File: src/rtl/counter_monitor.sv
// counter_monitor: checks the 5-state coded counter sampled once per clock.
// It decodes each code to an index 0..4, confirms each step follows the
// direction given by mode, counts laps and errors, and drops valid after an
// illegal code until it has seen enough correct steps to lock again.
//
// Ports:
//   clk        rising-edge clock, shared with the counter
//   rst        asynchronous active-low reset
//   code       5-bit counter output
//   mode       counter direction: 0 = up, 1 = down
//   clear      synchronous clear of err_sticky, err_count and lap_count
//   index      decoded position of the last legal code
//   valid      monitor is locked and index is trustworthy
//   step_err   one-cycle pulse for an illegal code or a wrong transition
//   err_sticky latched error flag, cleared by rst or clear
//   lap_count  wraps seen while locked (saturating)
//   err_count  error events (saturating)
module counter_monitor #(
    parameter int unsigned CNT_W    = 8,
    parameter int unsigned RESYNC_N = 2
) (
    input  logic             clk,
    input  logic             rst,
    input  logic [4:0]       code,
    input  logic             mode,
    input  logic             clear,
    output logic [2:0]       index,
    output logic             valid,
    output logic             step_err,
    output logic             err_sticky,
    output logic [CNT_W-1:0] lap_count,
    output logic [CNT_W-1:0] err_count
);

    localparam int unsigned IDX_W  = 3;
    localparam int unsigned GOOD_W = 3;
    localparam logic [CNT_W-1:0]  CNT_MAX   = '1;
    localparam logic [GOOD_W-1:0] GOOD_LAST = GOOD_W'(RESYNC_N - 1);

    typedef enum logic [1:0] {
        SYNC  = 2'd0,
        TRACK = 2'd1,
        FAULT = 2'd2
    } state_t;

    state_t            state;
    logic [IDX_W-1:0]  prev_idx;
    logic              prev_mode;
    logic [GOOD_W-1:0] good_cnt;
    logic              have_prev;

    logic              legal_c;
    logic [IDX_W-1:0]  dec_idx_c;
    logic [IDX_W-1:0]  exp_idx_c;
    logic              step_ok_c;
    logic              wrap_c;
    logic              err_ev_c;
    logic              lap_ev_c;

    // Code map decode
    always_comb begin
        legal_c   = 1'b1;
        dec_idx_c = 3'd0;
        unique case (code)
            5'b00001: dec_idx_c = 3'd0;
            5'b01000: dec_idx_c = 3'd1;
            5'b00011: dec_idx_c = 3'd2;
            5'b10101: dec_idx_c = 3'd3;
            5'b10000: dec_idx_c = 3'd4;
            default:  legal_c   = 1'b0;
        endcase
    end

    // Expected successor of prev_idx in the direction registered with it
    always_comb begin
        if (prev_mode) begin
            exp_idx_c = (prev_idx == 3'd0) ? 3'd4 : IDX_W'(prev_idx - 3'd1);
        end else begin
            exp_idx_c = (prev_idx == 3'd4) ? 3'd0 : IDX_W'(prev_idx + 3'd1);
        end
    end

    assign step_ok_c = legal_c && (dec_idx_c == exp_idx_c);
    // A correct step across the 4/0 boundary is a lap in either direction
    assign wrap_c    = ((prev_idx == 3'd4) && (dec_idx_c == 3'd0)) ||
                       ((prev_idx == 3'd0) && (dec_idx_c == 3'd4));

    // Error and lap events for the current sample
    always_comb begin
        err_ev_c = 1'b0;
        lap_ev_c = 1'b0;
        unique case (state)
            SYNC:    err_ev_c = !legal_c;
            TRACK: begin
                err_ev_c = !step_ok_c;
                lap_ev_c = step_ok_c && wrap_c;
            end
            FAULT:   err_ev_c = !legal_c || (have_prev && !step_ok_c);
            default: err_ev_c = 1'b0;
        endcase
    end

    // Monitor state, tracking registers and outputs
    always_ff @(posedge clk or negedge rst) begin
        if (!rst) begin
            state      <= SYNC;
            prev_idx   <= '0;
            prev_mode  <= 1'b0;
            good_cnt   <= '0;
            have_prev  <= 1'b0;
            index      <= '0;
            valid      <= 1'b0;
            step_err   <= 1'b0;
            err_sticky <= 1'b0;
            lap_count  <= '0;
            err_count  <= '0;
        end else begin
            step_err <= err_ev_c;

            // clear beats any event on the same edge
            if (clear) begin
                err_sticky <= 1'b0;
                err_count  <= '0;
                lap_count  <= '0;
            end else begin
                if (err_ev_c) begin
                    err_sticky <= 1'b1;
                    if (err_count != CNT_MAX) err_count <= err_count + 1'b1;
                end
                if (lap_ev_c && (lap_count != CNT_MAX)) lap_count <= lap_count + 1'b1;
            end

            // Every legal code becomes the reference for the next step
            if (legal_c) begin
                prev_idx  <= dec_idx_c;
                prev_mode <= mode;
                index     <= dec_idx_c;
            end

            unique case (state)
                SYNC: begin
                    if (legal_c) begin
                        valid <= 1'b1;
                        state <= TRACK;
                    end
                end
                TRACK: begin
                    if (!legal_c) begin
                        valid     <= 1'b0;
                        good_cnt  <= '0;
                        have_prev <= 1'b0;
                        state     <= FAULT;
                    end
                end
                FAULT: begin
                    if (!legal_c) begin
                        good_cnt  <= '0;
                        have_prev <= 1'b0;
                    end else if (!have_prev) begin
                        have_prev <= 1'b1;
                        good_cnt  <= '0;
                    end else if (step_ok_c) begin
                        if (good_cnt == GOOD_LAST) begin
                            good_cnt <= '0;
                            valid    <= 1'b1;
                            state    <= TRACK;
                        end else begin
                            good_cnt <= good_cnt + 1'b1;
                        end
                    end else begin
                        good_cnt <= '0;
                    end
                end
                default: state <= SYNC;
            endcase
        end
    end

endmodule

File: config.mk
export PLATFORM = sky130hd
export DESIGN_NAME = counter_monitor
export DESIGN_NICKNAME = d
export VERILOG_FILES = /design/src/rtl/counter_monitor.sv
export SDC_FILE = /design/constraint.sdc
export NUM_CORES = 1
export LEC_CHECK = 0
export BUFFER_PORTS_ARGS = -buffer_cell sky130_fd_sc_hd__buf_2
export CORE_MARGIN = 2
export CORE_UTILIZATION = 55
export DETAILED_ROUTE_END_ITERATION = 12
export HOLD_SLACK_MARGIN = 0.12
export PLACE_DENSITY_LB_ADDON = 0.08
export SLEW_MARGIN = 25
export SYNTH_ARGS = -nofsm -noshare
export SYNTH_HDL_FRONTEND = slang
export SYNTH_SLANG_ARGS = --single-unit
File: constraint.sdc
create_clock -name clk -period 7 [get_ports clk]
set_clock_uncertainty 0.05 [all_clocks]
set_input_delay 1.4 -clock clk [delete_from_list [all_inputs] [get_ports clk]]
set_output_delay 1.4 -clock clk [all_outputs]
set_load 0.01 [all_outputs]
Word level (Yosys, flattened, before mapping). Cells that the tools add are included.

Bits in registers: 29. Output and inout port bits: 22.

Add/sub/neg operators: 5. Equal/unequal tests: 19. Mux-type cells: 36. Reductions and logical operators: 23.

Operators with widths (count): 8-bit 2-to-1 mux (5); 3-bit 2-to-1 mux (8); 8-bit by 1-bit adder with 8-bit output, second input constant (2); 8-bit inequality test, second input constant (2); 2-bit 2-to-1 mux (6); 2-bit inequality test, second input constant (6); 3-bit case mux with 4 select lines (1); 1-bit 2-to-1 mux (11); 5-bit == test, second input constant (2); 2-bit nonzero test (4); 7-bit AND reduction (1); 3-bit by 1-bit adder with 3-bit output, second input constant (2); 3-bit == test, second input constant (2); 1-bit logical AND (6); 3-bit logical NOT (2); 1-bit case mux with 3 select lines (2); 2-bit case mux with 3 select lines (1); 3-bit case mux with 2 select lines (1); 6-bit AND reduction (1); 5-bit by 1-bit == test with 1-bit output, second input constant (1); 5-bit by 2-bit == test with 1-bit output, second input constant (1); 5-bit by 4-bit == test with 1-bit output, second input constant (1); 5-bit OR reduction (1); 2-bit AND reduction (2); 10 further kinds (12).

Longest topological paths before layout. Gate-level depths: netlist of the first run.

Depth in word-level cells: 11. Gate-level depth with buffers: 11.

Worst setup path before layout of the first run. Ideal clock, no wire load.

Path type: input port to flip-flop. From: input port code[4]. To: register err_count[5]. Library setup time: 127 ps. Arrival: 3169 ps. Data required time: 6823 ps. Slack: 3653 ps. Cell stages on the path: 10. Buffers on the path: 2. Cells stage by stage: buf_6 > or4b_4 > a21oi_2 > xor2_1 > nor2_1 > a21oi_2 > o21a_1 > buf_6 > nand4_1 > mux2_1.

Word-level cells in the longest chain between the ends: 10. Elaborated cells on any way between the ends: 17. Classes of those cells: 6 x eq/ne; 3 x mux; 8 x reduce/logical.

Ends and longest elaborated chain: start, declared (line 24) `input logic [4:0] code,`; 5-bit == test (tied with other cells) (line 64) `unique case (code)`; 3-bit case mux with 4 select lines or 5-bit OR reduction (tied branches); 3-bit == test or 1-bit 2-to-1 mux (tied branches) (line 83, 64); 1-bit logical AND (line 83) `assign step_ok_c = legal_c && (dec_idx_c == exp_idx_c);`; 1-bit logical NOT (line 95, 98); 1-bit logical AND (line 98) `FAULT: err_ev_c = !legal_c || (have_prev && !step_ok_c);`; 1-bit logical OR (line 98); 1-bit case mux with 3 select lines (*) (line 92) `unique case (state)`; 2-bit nonzero test (no line) (*); 2-bit AND reduction (no line) (*); end signal, assigned (line 128) `if (err_count != CNT_MAX) err_count <= err_count + 1'b1;`; end, declared (line 32) `output logic [CNT_W-1:0] err_count`.

Every way passes the cells marked *; elsewhere a longest branch is shown, timed or not. A chain may end at the register's enable or synchronous reset.

Worst setup path after layout of the first run.
From: input port code[2]. To: register err_count[3].

The elaborated chain is that of the path after synthesis.

==> results of run 1 <==
area by class of cell:
| type | count | area, µm² |
|---|---|---|
| flip-flops and latches | 29 | 726 |
| multi-input cells | 143 | 956 |
| repair buffers | 30 | 150 |
| clock inverters | 1 | 30.0 |
| fillers | 265 | 1050 |
| clock buffers | 7 | 55.1 |
| well taps | 44 | 55.1 |
| inverters | 7 | 26.3 |
layout by cell type, fill, tap and decap left out, types with 2 or more instances in the layout:
cell | Yosys | layout
nand4b_1 | 2 | 2
and3_1 | 6 | 6
nand4_1 | 10 | 10
inv_1 | 7 | 7
nor2b_1 | 4 | 4
xor2_1 | 10 | 10
a21oi_1 | 9 | 9
buf_2 | 2 | 30
a21o_1 | 2 | 2
a21oi_2 | 2 | 2
o21ai_0 | 9 | 9
nand3_1 | 5 | 5
nand2b_1 | 2 | 2
o211ai_1 | 2 | 2
nor3_1 | 2 | 2
and2b_1 | 2 | 2
clkbuf_4 | 0 | 5
nand2_1 | 6 | 6
mux2_1 | 4 | 4
mux2_2 | 2 | 2
mux2i_1 | 4 | 4
xnor2_1 | 3 | 3
o21a_1 | 3 | 3
nor4b_1 | 2 | 2
ha_1 | 5 | 5
dfrtp_1 | 29 | 29
nor2_1 | 26 | 26
kinds of logic (layout without fill, tap and decap cells):
| kind of cell | after synthesis | after routing | share of synthesized area |
|---|---|---|---|
| compound gates | 38 | 38 | 0.139 |
| xor+xnor | 13 | 13 | 0.0640 |
| fa+ha+maj | 5 | 5 | 0.0352 |
| buf+inv | 17 | 45 | 0.0549 |
| flops | 29 | 29 | 0.408 |
| mux | 10 | 10 | 0.0605 |
| simple gates | 77 | 77 | 0.239 |
how the worst min path moves through the flow:
stage,start,end,slack (ps)
after global routing,good_cnt[2],good_cnt[2],490
after detailed placement,err_sticky,err_sticky,440
after CTS,err_sticky,err_sticky,460
after floorplan,good_cnt[2],good_cnt[2],420
final,good_cnt[2],good_cnt[2],460
after global placement,err_sticky,err_sticky,420
layer usage:
metal	wire [µm]	vias up	global-route usage	share of wire
met5	0	-	0	0
met4	48	0	0.0745	0.014
met3	137	6	0.0576	0.040
met2	1670	30	0.373	0.49
met1	1550	699	0.259	0.45
li1	-	725	-	-
sequential cells by signal (all words and copies together), names as in the netlist:
register	cells
lap_count	8
err_sticky	1
prev_idx	3
valid	1
have_prev	1
state	2
err_count	8
step_err	1
good_cnt	3
prev_mode	1
worst max-delay path, delay by kind of cell:
kind	cells	cell delay [ps]
AND/OR/NAND/NOR	4	1090
AO/OA/AOI/OAI	2	580
buffers and inverters	1	160
multiplexers	1	330
metrics by stage:
step | util | total power, mW
2_1_floorplan | - | 0.336
3_3_place_gp | 0.627 | 0.363
4_1_cts | 0.655 | 0.514
3_5_place_dp | 0.627 | 0.368
5_1_grt | 0.655 | 0.544
6_report | 0.655 | 0.508
where the power goes:
group | internal, mW | switching, mW
Sequential | 0.191 | 0.0279
Clock | 0.0853 | 0.0578
Combinational | 0.0648 | 0.0815
Total | 0.341 | 0.167
==> metrics.md, run 1 <==
| Metric | Value |
|---|---|
| Worst setup SP type | input port |
| VDD IR max | 0.174 mV |
| H-Tree Level Count | 2 |
| Max Clock Freq | 293 MHz |
| Minimum hold slack | 462 ps |
| Post-route setup TNS | 0 ps |
| Cell Rows | 20 |
| NumNets Final | 230 |
| Chip width | 60.9 µm |
| Post-place setup slack | 3270 ps |
| DR vias/cell | 5.59 |
| DRT Pass-1 Iters | 4 |
| Clock buffer depth | 2 |
| Via Count | 1460 |
| Pleak | 0.959 nW |
| Worst R2R End | err_count[3] |
| Synthesized area per cell | 9.41 µm² |
| Post-synth top flop | dfrtp_1 |
| Worst path cell trace | buf_2, nor4_1, nand2_1, o21ai_1, nor2_1, o21a_1, nand4_1, mux2_1 |
| Flop2flop setup slack | 4370 ps |
| Post-synthesis cell area | 1780 µm² |
| Sequential element share of the synthesized area | 0.408 |
| DP HPWL | 2500 µm |
| Cell with the largest stage delay on the worst path | nor4_1 |
| I/O pin cnt | 31 |
| Worst reg2reg startpoint | prev_idx[0] |
| Reg2Reg Depth | 10 |
| Die H | 60.9 µm |
| Area Overhead vs Synth | 12.3% |
| Final Hold Vio Count | 0 |
| Largest net degree at the start of global routing | 30 |
| Max_slew headroom | 0.535 |
| Share of cells above drive strength 1 | 0.217 |
| Crit end category | register |
| # diodes | 0 |
| Antenna Nets Post-Route | 0 |
| # DRC | 0 |
| Routed len/inst | 13.0 µm |
| Drt total wl | 3400 µm |
| Dpl cells | 253 |
| Global Route Usage Sum | 0.216 |
| Status | finished, final reports clean |
| Cell type with the largest total area after synthesis | dfrtp_1 |
| Critical Path Start | code[2] |
| Top cell type's share of synthesized area | 0.408 |
| HP Class | reg2reg |
| Grt ovf | 0 |
| Final Non-Filler Cells | 261 |
| Core area | 3050 µm² |
| Worst-Margin Slew | 692 ps |
| GPL Wtd Cong | 0.828 |
| Top cells by area, synth | dfrtp_1, nor2_1, xor2_1, ha_1, nand4_1 |
| 1st-iter DRT viols | 43 |
| Starting Density | 0.583 |
| Initial antenna violation count | 0 |
| CP Max Fanout | 12 |
| Placement Cell Area | 1910 µm² |
| Pins Over Slew Limit | 0 |
| Yosys reg bits | 29 |
| CTS root buf | clkbuf_4 |
| Max_cap viols | 0 |
| Post-synth top cells | dfrtp_1, nor2_1, nand4_1, xor2_1 |
| Post-CTS Setup Bufs | 0 |
| WP data required | 7160 ps |
| # resized after CTS | 0 |
| Synth warn | 0 |
| Clock-pin slew on the worst setup and hold paths | 90 ps |
| Input/output buffers | 30 |
| Cts bufs inserted | 5 |
| EDFF count, synth | 0 |
| Final instance area | 2000 µm² |
| Yosys cell types | 51 |
| Max incr delay on CP | 640 ps |
| Syn Nets | 203 |
| CTS tree | done |
| RSZ-0062 raised after global routing | false |
| Crit path kind | in2reg |
| Asr flop ratio synth | 1.00 |
| Vias in the first global route | 1363 |
| Final min period | 3410 ps |
| CP arrival | 3570 ps |
| Crit share post-route | 0.488 |
| Most common cell in the synthesized netlist | dfrtp_1 |
| First-pass GRT wire length | 5890 µm |
| Cells after Synth | 189 |
| PwrDens | 254 nW/µm² |
| CTS Sinks | 29 |
| CTS Hold Bufs | 0 |
| Final setup violation count | 0 |
| Clk Latency, worst-skew pair | 330 ps |
| Die ar. | 3710 µm² |
| CP endpoint | err_count[3] |
| Worst hold path depth | 1 |
| Worst setup margin | 3590 ps |
No activity file was read; power rests on OpenSTA's default activity.
==> inputs of run 2 (changes only) <==
Clock period 7 ns to 3.4 ns, I/O delays scaled along.
==> run 2 against run 1 <==
  * Sequential power rose by 110%
  * Combinational power is 110% higher
  * Die area is the same
  * Register-to-register slack got worse by 3600 ps
  * First-iteration DRC count increased by 130%
  * Non-clock buffer count is 1 higher
  * Power is 95% higher
  * Critical path depth grew 2
  * Largest cell class unchanged
==> metrics.md, run 2 (synthesized netlist as in run 1, its figures left out) <==
| Metric | Value |
|---|---|
| Status | finished, final reports clean |
| Global Route Usage Sum | 0.207 |
| Crit path kind | reg2reg |
| Max_slew headroom | 0.570 |
| DR vias/cell | 5.49 |
| Core area | 3050 µm² |
| Clock-pin slew on the worst setup and hold paths | 90 ps |
| CP Max Fanout | 8 |
| Initial antenna violation count | 0 |
| # DRC | 0 |
| CTS tree | done |
| Clock buffer depth | 2 |
| Via Count | 1438 |
| Cts bufs inserted | 5 |
| Final setup violation count | 0 |
| Combinational Power Share | 0.307 |
| DP HPWL | 2480 µm |
| Int Pwr | 0.648 mW |
| Worst-Margin Slew | 639 ps |
| Commonest non-fill, non-tap cells in the layout | buf_2, dfrtp_1, nor2_1, nand4_1, xor2_1 |
| H-Tree Level Count | 2 |
| Max Clock Freq | 378 MHz |
| Switch share | 0.347 |
| WP data required | 3560 ps |
| Antenna Nets Post-Route | 0 |
| Final Hold Vio Count | 0 |
| Worst setup SP type | register |
| Area Overhead vs Synth | 11.9% |
| Pleak | 0.960 nW |
| Grt ovf | 0 |
| Clock power frac | 0.238 |
| NumNets Final | 231 |
| Switching power | 0.344 mW |
| Largest registers | err_count (8), lap_count (8) |
| Minimum hold slack | 312 ps |
| HP Class | in2async |
| Pins Over Slew Limit | 0 |
| Clk Latency, worst-skew pair | 330 ps |
| Post-CTS Setup Bufs | 0 |
| Vias in the first global route | 1318 |
| Share of cells above drive strength 1 | 0.225 |
| CTS root buf | clkbuf_4 |
| Starting Density | 0.583 |
| CP arrival | 2810 ps |
| I/O pin cnt | 31 |
| # resized after CTS | 0 |
| Crit share post-route | 0.778 |
| Input/output buffers | 30 |
| Crit end category | register |
| Largest net degree at the start of global routing | 30 |
| Post-route setup TNS | 0 ps |
| 1st-iter DRT viols | 97 |
| First-pass GRT wire length | 5680 µm |
| Routed len/inst | 12.7 µm |
| GPL Wtd Cong | 0.824 |
| Final min period | 2650 ps |
| FILL cells | 274 |
| # diodes | 0 |
| CTS Hold Bufs | 0 |
| RSZ-0062 raised after global routing | false |
| Die H | 60.9 µm |
| Cell Rows | 20 |
| PwrDens | 498 nW/µm² |
| Max_cap viols | 0 |
| Dpl cells | 254 |
| Flop pwr share | 0.454 |
| Final Non-Filler Cells | 262 |
| Die ar. | 3710 µm² |
| Chip width | 60.9 µm |
| VDD IR max | 0.416 mV |
| CTS Sinks | 29 |
| DRT Pass-1 Iters | 4 |
| Commonest non-fill, non-tap cell in the layout | buf_2 |
| Drt total wl | 3330 µm |
## run 2: cell count changes in the layout (fill, tap and decap cells not counted), sizes merged
cell and change:
clkinv +1, buf +1, bufinv -1
## run 2: metal layers
metal | share of wire | wire [µm] | vias to the layer above | track usage
li1 | - | - | 733 | -
met1 | 0.47 | 1550 | 665 | 0.259
met2 | 0.47 | 1580 | 34 | 0.347
met3 | 0.045 | 151 | 6 | 0.0576
met4 | 0.014 | 48 | 0 | 0.0652
met5 | 0 | 0 | - | 0
## run 2: worst paths after layout
kind,cells after the start,start,end,slack (ps)
max,10,prev_idx[0],err_count[3],750
min,1,rst,prev_idx[2],310
max reg2reg,10,prev_idx[0],err_count[3],750
min reg2reg,2,err_sticky,err_sticky,460
max in group asynchronous,1,rst,prev_idx[1],2570
min in group clk,2,err_sticky,err_sticky,460
## run 2: per-stage QoR
step,worst slack [ps],utilization,power [mW],area (µm²)
floorplan,773,-,0.692,1780
global placement,537,0.629,0.749,1920
detailed placement,484,0.629,0.760,1920
CTS,745,0.652,1.00,1990
global route,412,0.652,1.07,1990
finish,753,0.652,0.992,1990
## run 2: power groups by stage
stage                     logic [mW]  clock network, mW  registers [mW]
after CTS                      0.307              0.245           0.450
after global placement         0.295                  0           0.454
after floorplan                0.241                  0           0.452
after global routing           0.345              0.259           0.462
final                          0.305              0.236           0.451
after detailed placement       0.303                  0           0.457
## run 2: layout make-up
type                            count  area (µm²)  area share
Sequential cell                    29         726       0.365
Multi-Input combinational cell    143         956       0.480
Inverter                            7        26.3      0.0132
Clock buffer                        7        65.1      0.0327
Clock inverter                      1        5.00     0.00251
Tap cell                           44        55.1      0.0277
Timing Repair Buffer               31         158      0.0792
## run 2: critical path, stage by stage, from the launching register on
cell	delay, ps
dfrtp_1	470
inv_1	90
ha_1	270
nor4b_1	280
a31oi_1	110
o211ai_1	110
nand3_1	160
a21oi_2	190
o21a_1	310
nand4_1	150
mux2_1	330
==> inputs of run 3 (changes only) <==
Settings changed: CORE_UTILIZATION 55 to 50.
Clock period 3.4 ns to 2.4 ns, I/O delays scaled along.
==> run 3 against run 2 <==
  * Non-clock buffer count grew 20
  * Count of clock-buffer cells in the layout did not move
  * Fmax up 17%
  * Sequential share of layout area decreased by 3.0 points
  * Critical path depth stayed put
  * Combinational power is 66% higher
  * Setup slack worse by 620 ps
  * Power grew 46%
  * Sequential power is 43% higher
  * Clock power grew 28%
  * Design area grew 9.2%
  * Register-to-register slack got worse by 620 ps
  * Highest routed layer unchanged
==> metrics.md, run 3 (synthesized netlist as in run 1, its figures left out) <==
| Metric | Value |
|---|---|
| Status | finished, final reports clean |
| DP HPWL | 2840 µm |
| FILL cells | 305 |
| Worst-Margin Slew | 648 ps |
| Starting Density | 0.525 |
| CTS Sinks | 29 |
| VDD IR max | 0.293 mV |
| Initial antenna violation count | 0 |
| Clk Latency, worst-skew pair | 330 ps |
| Final min period | 2270 ps |
| Global Route Usage Sum | 0.209 |
| 1st-iter DRT viols | 99 |
| Combinational Power Share | 0.349 |
| Max Clock Freq | 441 MHz |
| Critical Path Stages | 10 |
| Switching power | 0.510 mW |
| Dpl cells | 275 |
| Final Non-Filler Cells | 283 |
| DR vias/cell | 5.38 |
| Drt total wl | 3850 µm |
| Max incr delay on CP | 420 ps |
| Vias in the first global route | 1543 |
| Worst setup SP type | register |
| CTS tree | done |
| Buf+Inv Stages, Crit Path | 1 |
| I/O pin cnt | 31 |
| GPL Wtd Cong | 0.786 |
| Max_cap viols | 0 |
| Commonest non-fill, non-tap cells in the layout | buf_2, dfrtp_1, nor2_1, buf_4 |
| Clock buffer depth | 2 |
| NumNets Final | 251 |
| Minimum hold slack | 121 ps |
| Pins Over Slew Limit | 0 |
| CP Max Fanout | 6 |
| Worst reg2reg startpoint | prev_idx[1] |
| Int Pwr | 0.939 mW |
| Cts bufs inserted | 5 |
| Cell with the largest stage delay on the worst path | dfrtp_1 |
| Chip width | 63.7 µm |
| Crit share post-route | 0.944 |
| Clock power frac | 0.208 |
| H-Tree Level Count | 2 |
| Switch share | 0.352 |
| Clock-pin slew on the worst setup and hold paths | 90 ps |
| Final instance area | 2170 µm² |
| HP Class | in2async |
| Commonest non-fill, non-tap cell in the layout | buf_2 |
| DRT Pass-1 Iters | 4 |
| Die ar. | 4050 µm² |
| Crit end category | register |
| Area Overhead vs Synth | 22.2% |
| Routed len/inst | 13.6 µm |
| First-pass GRT wire length | 6670 µm |
| Grt ovf | 0 |
| Crit path kind | reg2reg |
| Largest net degree at the start of global routing | 30 |
| Final core occ | 0.642 |
| Cell Rows | 21 |
| Worst path cell trace | inv_2, ha_4, nor3_2, a211o_1, o211ai_1, nand3_1, a21oi_2, o21a_2, nand4_1, mux2_1 |
| WP data required | 2550 ps |
| Pleak | 1.04 nW |
| Placement Cell Area | 2070 µm² |
| # DRC | 0 |
| PwrDens | 667 nW/µm² |
| # diodes | 0 |
| Via Count | 1523 |
| Worst R2R End | err_count[3] |
| Die H | 63.7 µm |
| Max_slew headroom | 0.568 |
| Reg2Reg Depth | 10 |
| CP arrival | 2420 ps |
| Flop2flop setup slack | 130 ps |
| Largest registers | err_count (8), lap_count (8) |
| Final setup violation count | 0 |
| Flop pwr share | 0.444 |
| Post-route setup TNS | 0 ps |
| Input/output buffers | 30 |
| CTS root buf | clkbuf_4 |
| Final Hold Vio Count | 0 |
| Antenna Nets Post-Route | 0 |
| Share of cells above drive strength 1 | 0.325 |
| Core area | 3390 µm² |
| Cell family with most CP delay | compound AO/OA/AOI/OAI gates |
==> run 3: what timing repair did <==
item                       CTS  global route
pin swaps                    1             5
hold buffers                 0             0
resized for setup            2            10
setup endpoints to repair    5            10
buffers inserted             0             1
==> run 3: worst max-delay path by stage <==
stage,start,to,slack [ps]
floorplan,code[4],err_count[5],-8
global route,prev_idx[0],err_count[3],-9
detailed placement,code[2],err_count[6],-170
CTS,prev_idx[1],err_count[6],10
finish,prev_idx[1],err_count[3],130
global placement,code[2],err_count[5],-110
==> run 3: power by group through the flow <==
stage                     clock network (mW)  logic (mW)  registers, mW
after global placement                     0       0.454          0.644
after global routing                   0.337       0.562          0.658
after CTS                              0.310       0.481          0.639
final                                  0.301       0.506          0.643
after detailed placement                   0       0.473          0.648
after floorplan                            0       0.342          0.640
==> run 3: layer usage <==
layer | vias up | routed length (µm) | track usage
met1 | 728 | 1770 | 0.259
met2 | 25 | 1880 | 0.359
li1 | 765 | - | -
met5 | - | 0 | 0
met4 | 0 | 54 | 0.0652
met3 | 5 | 138 | 0.0482
==> run 3: final cells by class <==
| cell class | count | area (µm²) | area share |
|---|---|---|---|
| multi-input cells | 143 | 1000 | 0.460 |
| flip-flops and latches | 29 | 727 | 0.334 |
| repair buffers | 51 | 308 | 0.142 |
| well taps | 46 | 57.6 | 0.0265 |
| clock buffers | 7 | 55.1 | 0.0253 |
| inverters | 7 | 26.3 | 0.0121 |
==> run 3: stage by stage <==
| step | setup slack, ps | power, mW |
|---|---|---|
| 2_1_floorplan | -7.88 | 0.982 |
| 3_3_place_gp | -113 | 1.10 |
| 3_5_place_dp | -167 | 1.12 |
| 4_1_cts | 10.7 | 1.43 |
| 5_1_grt | -8.61 | 1.56 |
| 6_report | 135 | 1.45 |
